<file path="config.mk">
export PLATFORM = sky130hd
export DESIGN_NAME = fft_addr_gen
export DESIGN_NICKNAME = d
export VERILOG_FILES = /design/src/rtl/fft_pkg.sv /design/src/rtl/addr_delay_line.sv /design/src/rtl/fft_addr_gen.sv
export SDC_FILE = /design/constraint.sdc
export NUM_CORES = 1
export LEC_CHECK = 0
export ABC_AREA = 1
export BUFFER_PORTS_ARGS = -buffer_cell sky130_fd_sc_hd__buf_2
export CORE_ASPECT_RATIO = 1.4
export CORE_MARGIN = 2
export CORE_UTILIZATION = 60
export DETAILED_ROUTE_END_ITERATION = 12
export PLACE_DENSITY = 0.83
export SYNTH_ARGS = -nofsm -noshare
export SYNTH_HDL_FRONTEND = slang
export SYNTH_SLANG_ARGS = --single-unit
</file>
<file path="constraint.sdc">
create_clock -name i_CLK -period 2.75 [get_ports i_CLK]
set_input_delay 0.275 -clock i_CLK [delete_from_list [all_inputs] [get_ports i_CLK]]
set_output_delay 0.275 -clock i_CLK [all_outputs]
set_load 0.01 [all_outputs]
</file>
<file path="src/rtl/fft_pkg.sv">
// Shared FSM encoding and default transform sizing for the FFT address generator.
package fft_pkg;

    typedef enum logic [1:0] {
        ST_IDLE  = 2'd0,
        ST_READ  = 2'd1,
        ST_DRAIN = 2'd2,
        ST_DONE  = 2'd3
    } fft_state_e;

    localparam int unsigned FFT_N_LOG2     = 5;
    localparam int unsigned FFT_RW_LATENCY = 3;

endpackage

</file>
<file path="src/rtl/addr_delay_line.sv">
// Fixed-depth register pipeline with asynchronous active-low clear.
module addr_delay_line #(
    parameter int unsigned DEPTH = 1,
    parameter int unsigned WIDTH = 1
) (
    input  logic             i_CLK,
    input  logic             i_RST_N,
    input  logic [WIDTH-1:0] i_data,
    output logic [WIDTH-1:0] o_data
);

    logic [WIDTH-1:0] pipe [DEPTH];

    always_ff @(posedge i_CLK or negedge i_RST_N) begin
        if (!i_RST_N) begin
            for (int i = 0; i < int'(DEPTH); i++) pipe[i] <= '0;
        end else begin
            pipe[0] <= i_data;
            for (int i = 1; i < int'(DEPTH); i++) pipe[i] <= pipe[i-1];
        end
    end

    assign o_data = pipe[DEPTH-1];

endmodule

</file>
<file path="src/rtl/fft_addr_gen.sv">
// Radix-2 DIT in-place FFT address sequencer: butterfly read addresses,
// twiddle index and write-back addresses delayed by the datapath latency.
module fft_addr_gen
    import fft_pkg::*;
#(
    parameter int unsigned N_LOG2         = FFT_N_LOG2,
    parameter int unsigned ADDR_SIZE      = N_LOG2,
    parameter int unsigned TWID_ADDR_SIZE = N_LOG2 - 1,
    parameter int unsigned RW_LATENCY     = FFT_RW_LATENCY
) (
    input  logic                       i_CLK,
    input  logic                       i_RST_N,
    input  logic                       i_start,
    output logic                       o_busy,
    output logic                       o_done,
    output logic                       o_rden,
    output logic [ADDR_SIZE-1:0]       o_rdaddr_A,
    output logic [ADDR_SIZE-1:0]       o_rdaddr_B,
    output logic [TWID_ADDR_SIZE-1:0]  o_rdaddr_tw,
    output logic                       o_wren,
    output logic [ADDR_SIZE-1:0]       o_wraddr_A,
    output logic [ADDR_SIZE-1:0]       o_wraddr_B,
    output logic [$clog2(N_LOG2)-1:0]  o_stage
);

    localparam int unsigned SW  = $clog2(N_LOG2);
    localparam int unsigned KW  = N_LOG2 - 1;
    localparam int unsigned DW  = $clog2(RW_LATENCY + 1);
    localparam int unsigned DLW = 2 * ADDR_SIZE + 1;

    localparam logic [KW-1:0] K_LAST = '1;
    localparam logic [SW-1:0] S_LAST = SW'(N_LOG2 - 1);
    localparam logic [DW-1:0] D_LAST = DW'(RW_LATENCY - 1);

    fft_state_e       state_q, state_d;
    logic [SW-1:0]    s_q;
    logic [KW-1:0]    k_q;
    logic [DW-1:0]    dcnt_q;

    logic [N_LOG2-1:0] k_ext, half, pos, a_c, b_c, tw_c;
    logic [SW-1:0]     tw_sh;
    logic [DLW-1:0]    wr_bus;

    always_ff @(posedge i_CLK or negedge i_RST_N) begin
        if (!i_RST_N) state_q <= ST_IDLE;
        else          state_q <= state_d;
    end

    always_comb begin
        state_d = state_q;
        case (state_q)
            ST_IDLE:  if (i_start) state_d = ST_READ;
            ST_READ:  if (k_q == K_LAST) state_d = ST_DRAIN;
            ST_DRAIN: if (dcnt_q == D_LAST) state_d = (s_q == S_LAST) ? ST_DONE : ST_READ;
            ST_DONE:  state_d = ST_IDLE;
            default:  state_d = ST_IDLE;
        endcase
    end

    // Stage, butterfly and drain counters; all parked at zero outside a transform.
    always_ff @(posedge i_CLK or negedge i_RST_N) begin
        if (!i_RST_N) begin
            s_q    <= '0;
            k_q    <= '0;
            dcnt_q <= '0;
        end else begin
            case (state_q)
                ST_READ: begin
                    k_q <= (k_q == K_LAST) ? '0 : k_q + KW'(1);
                end
                ST_DRAIN: begin
                    if (dcnt_q == D_LAST) begin
                        dcnt_q <= '0;
                        if (s_q != S_LAST) s_q <= s_q + SW'(1);
                    end else begin
                        dcnt_q <= dcnt_q + DW'(1);
                    end
                end
                ST_DONE: begin
                    s_q    <= '0;
                    k_q    <= '0;
                    dcnt_q <= '0;
                end
                default: begin
                    k_q    <= '0;
                    dcnt_q <= '0;
                end
            endcase
        end
    end

    // A is k with a zero inserted at bit s; B sets that bit; twiddle scales pos to N/2 span.
    always_comb begin
        k_ext = N_LOG2'(k_q);
        half  = N_LOG2'(1) << s_q;
        pos   = k_ext & (half - N_LOG2'(1));
        a_c   = (((k_ext >> s_q) << s_q) << 1) | pos;
        b_c   = a_c | half;
        tw_sh = S_LAST - s_q;
        tw_c  = pos << tw_sh;
    end

    always_ff @(posedge i_CLK or negedge i_RST_N) begin
        if (!i_RST_N) begin
            o_busy      <= 1'b0;
            o_done      <= 1'b0;
            o_rden      <= 1'b0;
            o_stage     <= '0;
            o_rdaddr_A  <= '0;
            o_rdaddr_B  <= '0;
            o_rdaddr_tw <= '0;
        end else begin
            o_busy  <= (state_q == ST_READ) || (state_q == ST_DRAIN);
            o_done  <= (state_q == ST_DONE);
            o_rden  <= (state_q == ST_READ);
            o_stage <= s_q;
            if (state_q == ST_READ) begin
                o_rdaddr_A  <= ADDR_SIZE'(a_c);
                o_rdaddr_B  <= ADDR_SIZE'(b_c);
                o_rdaddr_tw <= TWID_ADDR_SIZE'(tw_c);
            end
        end
    end

    addr_delay_line #(
        .DEPTH (RW_LATENCY),
        .WIDTH (DLW)
    ) u_wr_dly (
        .i_CLK   (i_CLK),
        .i_RST_N (i_RST_N),
        .i_data  ({o_rden, o_rdaddr_A, o_rdaddr_B}),
        .o_data  (wr_bus)
    );

    assign {o_wren, o_wraddr_A, o_wraddr_B} = wr_bus;

endmodule

</file>
==> results.tsv, run 1 <==
metric	value	unit
outcome	finished, violations left	
violations	DRC	
hold_depth	0	
hold_slack	0.3479	ns
ioPinCount	34	
cp_data_required_time	2.99	ns
finalSetupViolCount	0	
leakagePower	1.466	nW
critPathMaxFanout	14	
slew_headroom	67.22	%
cp.arrival	2.41	ns
grt_pass1_wl	7479	um
crit_slowest_cell	dfrtp_1	
numPortBuffers	33	
cts_tree	built	
yosys_most_used_dff	dfrtp_1	
finalNonFillerCells	317	
startpoint_type	flop	
timing.rr.start	s_q[0]$_DFFE_PN0P_	
fin_worst_skew	0.002873	ns
hold_viol	0	
grtUsageTotal	21.72	%
drv_slew	0	
area_delta_synth_final	13.07	%
r2r_cells	9	
start_util	61.35	%
insertion_delay	0.33	ns
synth_top_cell_by_area	dfrtp_1	
synth_edf_count	0	
avgSynthCellArea	10.79	um^2
vias	1728	
drt_iter0_drc	49	
reg2reg_slack	0.59	ns
layout_min_cycle_time	2.162	ns
cts_num_sinks	64	
antenna_found_initial	0	
ys_ff_latch	64	
post-place-cells	301	
path_clk_slew	0.06	ns
max_freq	462.5	MHz
cts_resized	0	
end_kind	flop	
synth.top_cell.area_share	63.15	%
viasPerCell	5.451	
fin_tns_setup	0	ns
min_from	u_wr_dly.pipe[29]$_DFF_PN0_	
drtAntennaViolNets	0	
critical-path-max-stage-delay	0.60	ns
rsz0062_at_grt	false	
dieHeight	80.93	um
critical_path.most_common_cell	ha_1	
async_flop_share	100.0	%
overflow	0	
powerDensity	1261	nW/um^2
cts_buffer_depth	2	
drt_first_pass_iters	8	
wl_per_cell	14.17	um
ys_seq_area_share	63.15	%
path_cells	inv_1 -> ha_1 -> ha_1 -> nand2_2 -> nand2_1 -> nor2_2 -> inv_2 -> or2_4 -> o22ai_1	
nets	283	
fin_util	69.37	%
syn_nets	250	
holdPathEnd	u_wr_dly.pipe[18]$_DFF_PN0_	
min_period_over_period	78.62	%
dieArea	4770	um^2
dp_hpwl	3053	um
cts_max_level	3	
grt_max_degree	43	
yosys.cell_types.count	29	
synth_warnings	0	
gp_congestion	0.8959	
remaining_drc_errors	4	
max_slew.worst_pin.slew	0.4917	ns
postSynthCellCount	235	
drive_gt1_share	23.90	%
holdCritPathClass	reg -> reg	
grt_pass1_vias	1665	
netlist_area	2536	um^2
core_area	4134	um^2
wl	4493	um
ys_top_cells_by_area	dfrtp_1, ha_1, nand2_1	
ir_drop	0.0007573	V
worstSetupPathType	reg -> reg	
maxCapViolations	0	
cts-root-buf	clkbuf_8	
floorplan.rows	28	
die-width	58.95	um
numCtsBuffers	9	
timing.rr.end	s_q[1]$_DFFE_PN0P_	
diodes	0	
==> registers in the layout, summed over array words and instances, names as in the netlist <==
register         flops
o_busy               1
u_wr_dly.pipe       22
k_q                  4
o_rden               1
o_rdaddr_B           5
u_wr_dly.o_data     11
o_stage              3
o_done               1
o_rdaddr_A           5
state_q              2
s_q                  3
o_rdaddr_tw          4
dcnt_q               2
==> layout by cell type, fill, tap and decap left out, drive strengths merged, types with 2 or more instances in the layout <==
master  count
dfrtp      64
nand2      37
buf        36
inv        27
o21ai      20
nand3      18
nor2       16
ha         12
clkbuf     12
a21oi      11
nand4       3
a31oi       2
nand3b      2
o22ai       2
or2         2
clkinv      2
==> worst max-delay path by stage <==
stage,startpoint,end,slack (ns),depth (start not counted)
after floorplan,s_q[1]$_DFFE_PN0P_,s_q[1]$_DFFE_PN0P_,1.10,10
final,s_q[0]$_DFFE_PN0P_,s_q[1]$_DFFE_PN0P_,0.59,9
after CTS,s_q[0]$_DFFE_PN0P_,s_q[1]$_DFFE_PN0P_,0.63,9
after detailed placement,s_q[0]$_DFFE_PN0P_,s_q[1]$_DFFE_PN0P_,0.66,9
after global placement,s_q[0]$_DFFE_PN0P_,s_q[1]$_DFFE_PN0P_,0.73,9
after global routing,s_q[0]$_DFFE_PN0P_,s_q[1]$_DFFE_PN0P_,0.41,9
==> power by group <==
group	total, W	leakage, nW	switching, W	internal (W)
registers	0.00159	0.785	0.000229	0.00136
logic	0.00126	0.588	0.000788	0.000472
clock network	0.000765	0.0925	0.000328	0.000437
total	0.00362	1.47	0.00135	0.00227
==> what timing repair did <==
action,4_1_cts,5_1_grt
hold buffers,1,0
endpoints found under the hold margin,22,0
buffers inserted,0,0
==> cells in the mapped netlist (all sizes together), types with 2 or more instances <==
library cell,count
inv,27
a31oi,2
dfrtp,64
ha,12
nand3b,2
or2,2
a21oi,11
nand4,3
buf,14
o22ai,2
nor2,16
nand2,37
o21ai,20
nand3,18
==> metrics by stage <==
stage	worst slack, ns	power (W)	area, um^2
6_report	0.5879	0.003616	2868
4_1_cts	0.6263	0.003645	2868
3_5_place_dp	0.6630	0.002853	2670
3_3_place_gp	0.7340	0.002790	2670
2_1_floorplan	1.103	0.002531	2536
5_1_grt	0.4140	0.003884	2868
==> critical path, delay by kind of cell, from the launching register on <==
family / cells / cell delay, ns
and+or+nand+nor: 4 / 0.53
buffers and inverters: 2 / 0.31
adders and majority gates: 2 / 0.51
DFF: 1 / 0.60
AOI/OAI and AO/OA: 1 / 0.14
==> cell families after synthesis <==
logic type / Yosys count / synth area share (%)
flip-flops: 64 / 63.15
adder cells (fa/ha/maj): 12 / 5.920
XOR/XNOR: 1 / 0.3454
buffers and inverters: 43 / 8.584
AO/OA/AOI/OAI: 36 / 7.696
multiplexers: 1 / 0.3947
AND/OR/NAND/NOR: 78 / 13.91
==> cell type report <==
type                       instances  area [um^2]
tap                               45        56.30
fill                             321         1266
timing repair buffer              37        197.7
inverter                          28        107.6
multi-input combinational        128        716.9
sequential                        64         1602
clock buffer                      12        145.1
clock inverter                     3        42.54
==> metal layers <==
metal  part of all wire (%)  track usage, %  vias up
li1                       -               -      816
met1                     38           25.08      826
met2                     53           35.00       69
met3                    5.4           5.255       17
met4                    4.1           15.23        0
met5                      0               0        -
Note: power is estimated with default switching activity, not from simulation.
==> inputs of run 2 (changes only) <==
--- a/config.mk
+++ b/config.mk
@@ -9,9 +9,9 @@
 export BUFFER_PORTS_ARGS = -buffer_cell sky130_fd_sc_hd__buf_2
 export CORE_ASPECT_RATIO = 1.4
 export CORE_MARGIN = 2
-export CORE_UTILIZATION = 60
+export CORE_UTILIZATION = 51
 export DETAILED_ROUTE_END_ITERATION = 12
-export PLACE_DENSITY = 0.83
+export PLACE_DENSITY = 0.75
 export SYNTH_ARGS = -nofsm -noshare
 export SYNTH_HDL_FRONTEND = slang
 export SYNTH_SLANG_ARGS = --single-unit
==> constraint.sdc (replaced) <==
create_clock -name i_CLK -period 1.75 [get_ports i_CLK]
set_input_delay 0.175 -clock i_CLK [delete_from_list [all_inputs] [get_ports i_CLK]]
set_output_delay 0.175 -clock i_CLK [all_outputs]
set_load 0.01 [all_outputs]
==> run 2 against run 1 <==
The run now ends clean. First-iteration DRC count up 100%. Flip-flop and latch count unchanged. Clock skew up 0.0079 ns. Critical endpoint is now s_q[2]$_DFFE_PN0P_.
==> results.tsv, run 2 (same netlist as run 1, synthesis figures left out) <==
metric	value	unit
rsz0062_at_grt	false	
numCtsBuffers	9	
post-cts-setup-buffers	0	
drtAntennaViolNets	0	
wl	4263	um
leakagePower	1.482	nW
largest_reg_flops	22	
ioPinCount	34	
p_clk_share	20.5	%
place_ws	0.1303	ns
floorplan.rows	30	
finalSetupViolCount	0	
gp_congestion	0.8707	
worstSetupPathType	reg -> reg	
remaining_drc_errors	0	
critPathMaxFanout	8	
p_seq_share	42.5	%
dp_hpwl	3014	um
p_comb_share	37.0	%
switching_power	0.002093	W
grt_pass1_wl	7410	um
most-common-layout-cells	dfrtp_1, nand2_1, buf_2	
cts_tree	built	
finalNonFillerCells	340	
crit_slowest_cell	dfrtp_1	
vias	1689	
dieArea	5561	um^2
core_area	4805	um^2
placed_cell_area	2729	um^2
drt-met1-wl	1773	um
area_delta_synth_final	15.79	%
drv_slew	0	
diodes	0	
layout_min_cycle_time	1.632	ns
slew_headroom	78.47	%
hold_viol	0	
viasPerCell	4.968	
top_register	u_wr_dly.pipe	
maxCapViolations	0	
max_slew.worst_pin.slew	0.3229	ns
insertion_delay	0.33	ns
die-width	63.60	um
multi_input_area	726.9	um^2
critical_path.most_common_cell	ha_1	
reg2reg_slack	0.12	ns
outcome	finished clean	
swShare	36.73	%
dr_wl_met2	2163	um
end_kind	flop	
num-fill-cells	411	
total_power	0.005699	W
startpoint_type	flop	
numPortBuffers	33	
grtUsageTotal	17.80	%
path_clk_slew	0.07	ns
holdCritPathClass	in -> reg	
critical_path.top_delay_family	simple AND/OR/NAND/NOR gates	
wl_per_cell	12.54	um
postLayoutCellArea	2937	um^2
max_freq	612.6	MHz
wl_met3	199	um
drive_gt1_share	26.09	%
fin_tns_setup	0	ns
path_cells	inv_4 -> ha_1 -> ha_1 -> nand2_2 -> nand2_1 -> nor2_4 -> inv_2 -> or2_4 -> o22ai_1	
layout_setup_ws	0.1176	ns
min_period_over_period	93.28	%
start_util	52.79	%
dieHeight	87.44	um
drt_iter0_drc	98	
cts-root-buf	clkbuf_8	
critPathBufInv	2	
fin_worst_skew	0.01081	ns
nets	286	
drt_first_pass_iters	4	
final_common_cell	dfrtp_1	
dr.max_layer_used	met4	
grt_max_degree	65	
p_int	0.003606	W
post-place-cells	323	
overflow	0	
cp_data_required_time	2.00	ns
ir_drop	0.001187	V
cts_num_sinks	64	
cp.arrival	1.88	ns
antenna_found_initial	0	
cts_max_level	3	
cts_buffer_depth	2	
regArea	1602	um^2
critical-path-max-stage-delay	0.39	ns
powerDensity	1941	nW/um^2
grt_pass1_vias	1673	
[run 2: final cells by class]
type,count,area share [%]
clock buffer,10,4.346
clock inverter,6,2.045
inverter,28,3.664
multi-input combinational,128,24.75
sequential,64,54.54
tap,64,2.727
timing repair buffer,40,7.925
[run 2: worst reg2reg max path, delay by kind of cell (launching register included)]
| kind | cells | cell delay, ns |
|---|---|---|
| flops | 1 | 0.39 |
| fa+ha+maj | 2 | 0.42 |
| simple gates | 4 | 0.51 |
| buf+inv | 2 | 0.12 |
| compound gates | 1 | 0.11 |
[run 2: per-stage QoR]
step,hold WS (ns),utilization (%)
2_1_floorplan,-0.1206,-
3_3_place_gp,0.2045,56.80
3_5_place_dp,0.2102,56.80
4_1_cts,0.2910,60.91
5_1_grt,0.3249,61.12
6_report,0.3102,61.12
[run 2: power by group through the flow]
| stage | Combinational [W] | Sequential [W] | Clock, W |
|---|---|---|---|
| 6_report | 0.00211 | 0.00242 | 0.00117 |
| 5_1_grt | 0.00240 | 0.00250 | 0.00128 |
| 4_1_cts | 0.00210 | 0.00243 | 0.00121 |
| 3_5_place_dp | 0.00209 | 0.00245 | 0 |
| 3_3_place_gp | 0.00204 | 0.00243 | 0 |
| 2_1_floorplan | 0.00147 | 0.00251 | 0 |
[run 2: final timing paths]
path	startpoint	end	cells past startpoint
max	s_q[1]$_DFFE_PN0P_	s_q[2]$_DFFE_PN0P_	9
min	i_start	state_q[0]$_DFFE_PN0P_	5
max reg2reg	s_q[1]$_DFFE_PN0P_	s_q[2]$_DFFE_PN0P_	9
min reg2reg	u_wr_dly.pipe[16]$_DFF_PN0_	u_wr_dly.o_data[5]$_DFF_PN0_	0
max in group asynchronous	i_RST_N	o_rden$_DFF_PN0_	3
min in group asynchronous	i_RST_N	dcnt_q[1]$_DFFE_PN0N_	3
[run 2: layer usage]
metal	GRT usage (%)	up-vias
li1	-	825
met5	0	-
met4	9.881	0
met1	19.39	807
met2	29.95	45
met3	6.598	12
[run 2: timing repair]
| item | CTS | global route |
|---|---|---|
| hold endpoints to repair | 64 | 0 |
| hold buffers | 1 | 0 |
| endpoints found under the setup margin | 0 | 4 |
| gates resized for setup | 0 | 3 |
==> inputs of run 3 (changes only) <==
--- a/config.mk
+++ b/config.mk
@@ -6,12 +6,12 @@
 export NUM_CORES = 1
 export LEC_CHECK = 0
 export ABC_AREA = 1
-export BUFFER_PORTS_ARGS = -buffer_cell sky130_fd_sc_hd__buf_2
 export CORE_ASPECT_RATIO = 1.4
 export CORE_MARGIN = 2
-export CORE_UTILIZATION = 51
+export CORE_UTILIZATION = 55
 export DETAILED_ROUTE_END_ITERATION = 12
-export PLACE_DENSITY = 0.75
+export DONT_BUFFER_PORTS = 1
+export PLACE_DENSITY = 0.73
 export SYNTH_ARGS = -nofsm -noshare
 export SYNTH_HDL_FRONTEND = slang
 export SYNTH_SLANG_ARGS = --single-unit
==> run 3 against run 2 <==
Clock skew decreased by 0.0055 ns. Non-clock buffer count shrank 29. Combinational power fell by 18%. Power down 2.8%. Via count is 4.6% lower. Global-route usage is 1.2 points higher. Clock-buffer cell count unchanged. Core utilization increased by 1.2 points. Sequential power rose by 9.1%. Sequential share of layout area up 2.6 points. Cell count shrank 9.1%. Largest cell class unchanged. Largest power group unchanged.
==> results.tsv, run 3 (same netlist as run 1, synthesis figures left out) <==
metric	value	unit
holdCritPathClass	in -> reg	
drv_slew	0	
dr_wl_met2	2176	um
powerDensity	1976	nW/um^2
cts_tree	built	
numPortBuffers	0	
diodes	0	
outcome	finished clean	
wl	4287	um
finalNonFillerCells	309	
wl_met3	266	um
drive_gt1_share	17.41	%
cts_buffer_depth	2	
wl_per_cell	13.87	um
min_period_over_period	92.61	%
hold_viol	0	
core_area	4499	um^2
path_clk_slew	0.06	ns
max_freq	617.0	MHz
area_delta_synth_final	10.56	%
reg2reg_slack	0.13	ns
cts_max_level	3	
post-cts-setup-buffers	0	
ir_drop	0.0009701	V
end_kind	flop	
drt_first_pass_iters	4	
place_ws	0.1379	ns
drtAntennaViolNets	0	
layout_setup_ws	0.1293	ns
start_util	56.37	%
rsz0062_at_grt	true	
overflow	0	
insertion_delay	0.34	ns
critPathBufInv	4	
startpoint_type	flop	
largest_reg_flops	22	
max_slew.worst_pin.slew	0.3007	ns
maxCapViolations	0	
dr.max_layer_used	met4	
grt_max_degree	65	
antenna_found_initial	0	
drt-met1-wl	1705	um
top_register	u_wr_dly.pipe	
grtUsageTotal	18.97	%
nets	257	
remaining_drc_errors	0	
floorplan.rows	29	
vias	1611	
finalSetupViolCount	0	
dieArea	5178	um^2
drt_iter0_drc	98	
critical-path-max-stage-delay	0.41	ns
critPathMaxFanout	10	
grt_pass1_vias	1581	
slew_headroom	79.95	%
numCtsBuffers	9	
fin_worst_skew	0.005262	ns
critical_path.most_common_cell	nand2_1	
viasPerCell	5.214	
die-width	61.39	um
cts-root-buf	clkbuf_8	
dieHeight	84.35	um
leakagePower	1.363	nW
gp_congestion	0.9067	
worstSetupPathType	reg -> reg	
cts_num_sinks	64	
layout_min_cycle_time	1.621	ns
final_common_cell	dfrtp_1	
most-common-layout-cells	dfrtp_1, nand2_1, inv_1, nand3_1, nor2_1	
fin_util	62.32	%
ioPinCount	34	
grt_pass1_wl	7141	um
crit_slowest_cell	dfrtp_1	
cp_data_required_time	1.98	ns
cp.arrival	1.85	ns
path_cells	buf_4 -> ha_1 -> ha_1 -> inv_1 -> nand2_1 -> nand3_1 -> nand2_1 -> inv_2 -> nand3_1 -> nand2_1 -> inv_1	
post-place-cells	291	
dp_hpwl	2938	um
critical_path.top_delay_family	flip-flops	
run 3: cell types whose count changed in the layout (fill, tap and decap cells not counted), sizes merged:
cell	before	now
buf	39	10
run 3: cell type report:
class,instances,area (um^2)
fillers,399,1695
repair buffers,11,105.1
clock inverters,6,60.06
inverters,28,107.6
multi-input cells,128,724.4
clock buffers,10,127.6
flip-flops and latches,64,1602
well taps,62,77.57
run 3: final timing paths:
| path | startpoint | to | cells past startpoint |
|---|---|---|---|
| max reg2reg | s_q[1]$_DFFE_PN0P_ | o_rdaddr_B[3]$_DFFE_PN0P_ | 11 |
| min reg2reg | u_wr_dly.pipe[11]$_DFF_PN0_ | u_wr_dly.o_data[0]$_DFF_PN0_ | 0 |
| min in group asynchronous | i_RST_N | u_wr_dly.o_data[0]$_DFF_PN0_ | 2 |
| min | i_start | state_q[0]$_DFFE_PN0P_ | 4 |
| max in group asynchronous | i_RST_N | state_q[0]$_DFFE_PN0P_ | 2 |
| max | s_q[1]$_DFFE_PN0P_ | o_rdaddr_B[3]$_DFFE_PN0P_ | 11 |
run 3: stage by stage:
stage / instance area (um^2) / setup TNS [ns] / hold slack (ns) / power [W]
floorplan: 2536 / 0 / -0.1206 / 0.003978
global placement: 2571 / 0 / -0.1194 / 0.004247
detailed placement: 2571 / 0 / -0.1193 / 0.004315
CTS: 2796 / 0 / 0.2009 / 0.005564
global route: 2804 / -0.02216 / 0.2562 / 0.005983
finish: 2804 / 0 / 0.2200 / 0.005541
run 3: report_power, final:
group / switching [W] / internal [W]
registers: 0.000491 / 0.00214
logic: 0.00106 / 0.000656
clock network: 0.000538 / 0.000649
run 3: timing repair:
| item | CTS | global route |
|---|---|---|
| gates resized for setup | 0 | 3 |
| hold buffers | 2 | 0 |
| endpoints found under the hold margin | 64 | 0 |
| endpoints found under the setup margin | 0 | 4 |
run 3: tightest hold or removal path, cell delays in order:
cell and delay (ns):
nor2_1 0.02, nand3b_1 0.17, clkinv_1 0.08, o21ai_0 0.07
run 3: per-layer routing:
metal / track usage [%] / vias to the layer above
li1: - / 763
met1: 21.61 / 784
met2: 28.34 / 50
met3: 6.626 / 14
met4: 14.12 / 0
met5: 0 / -
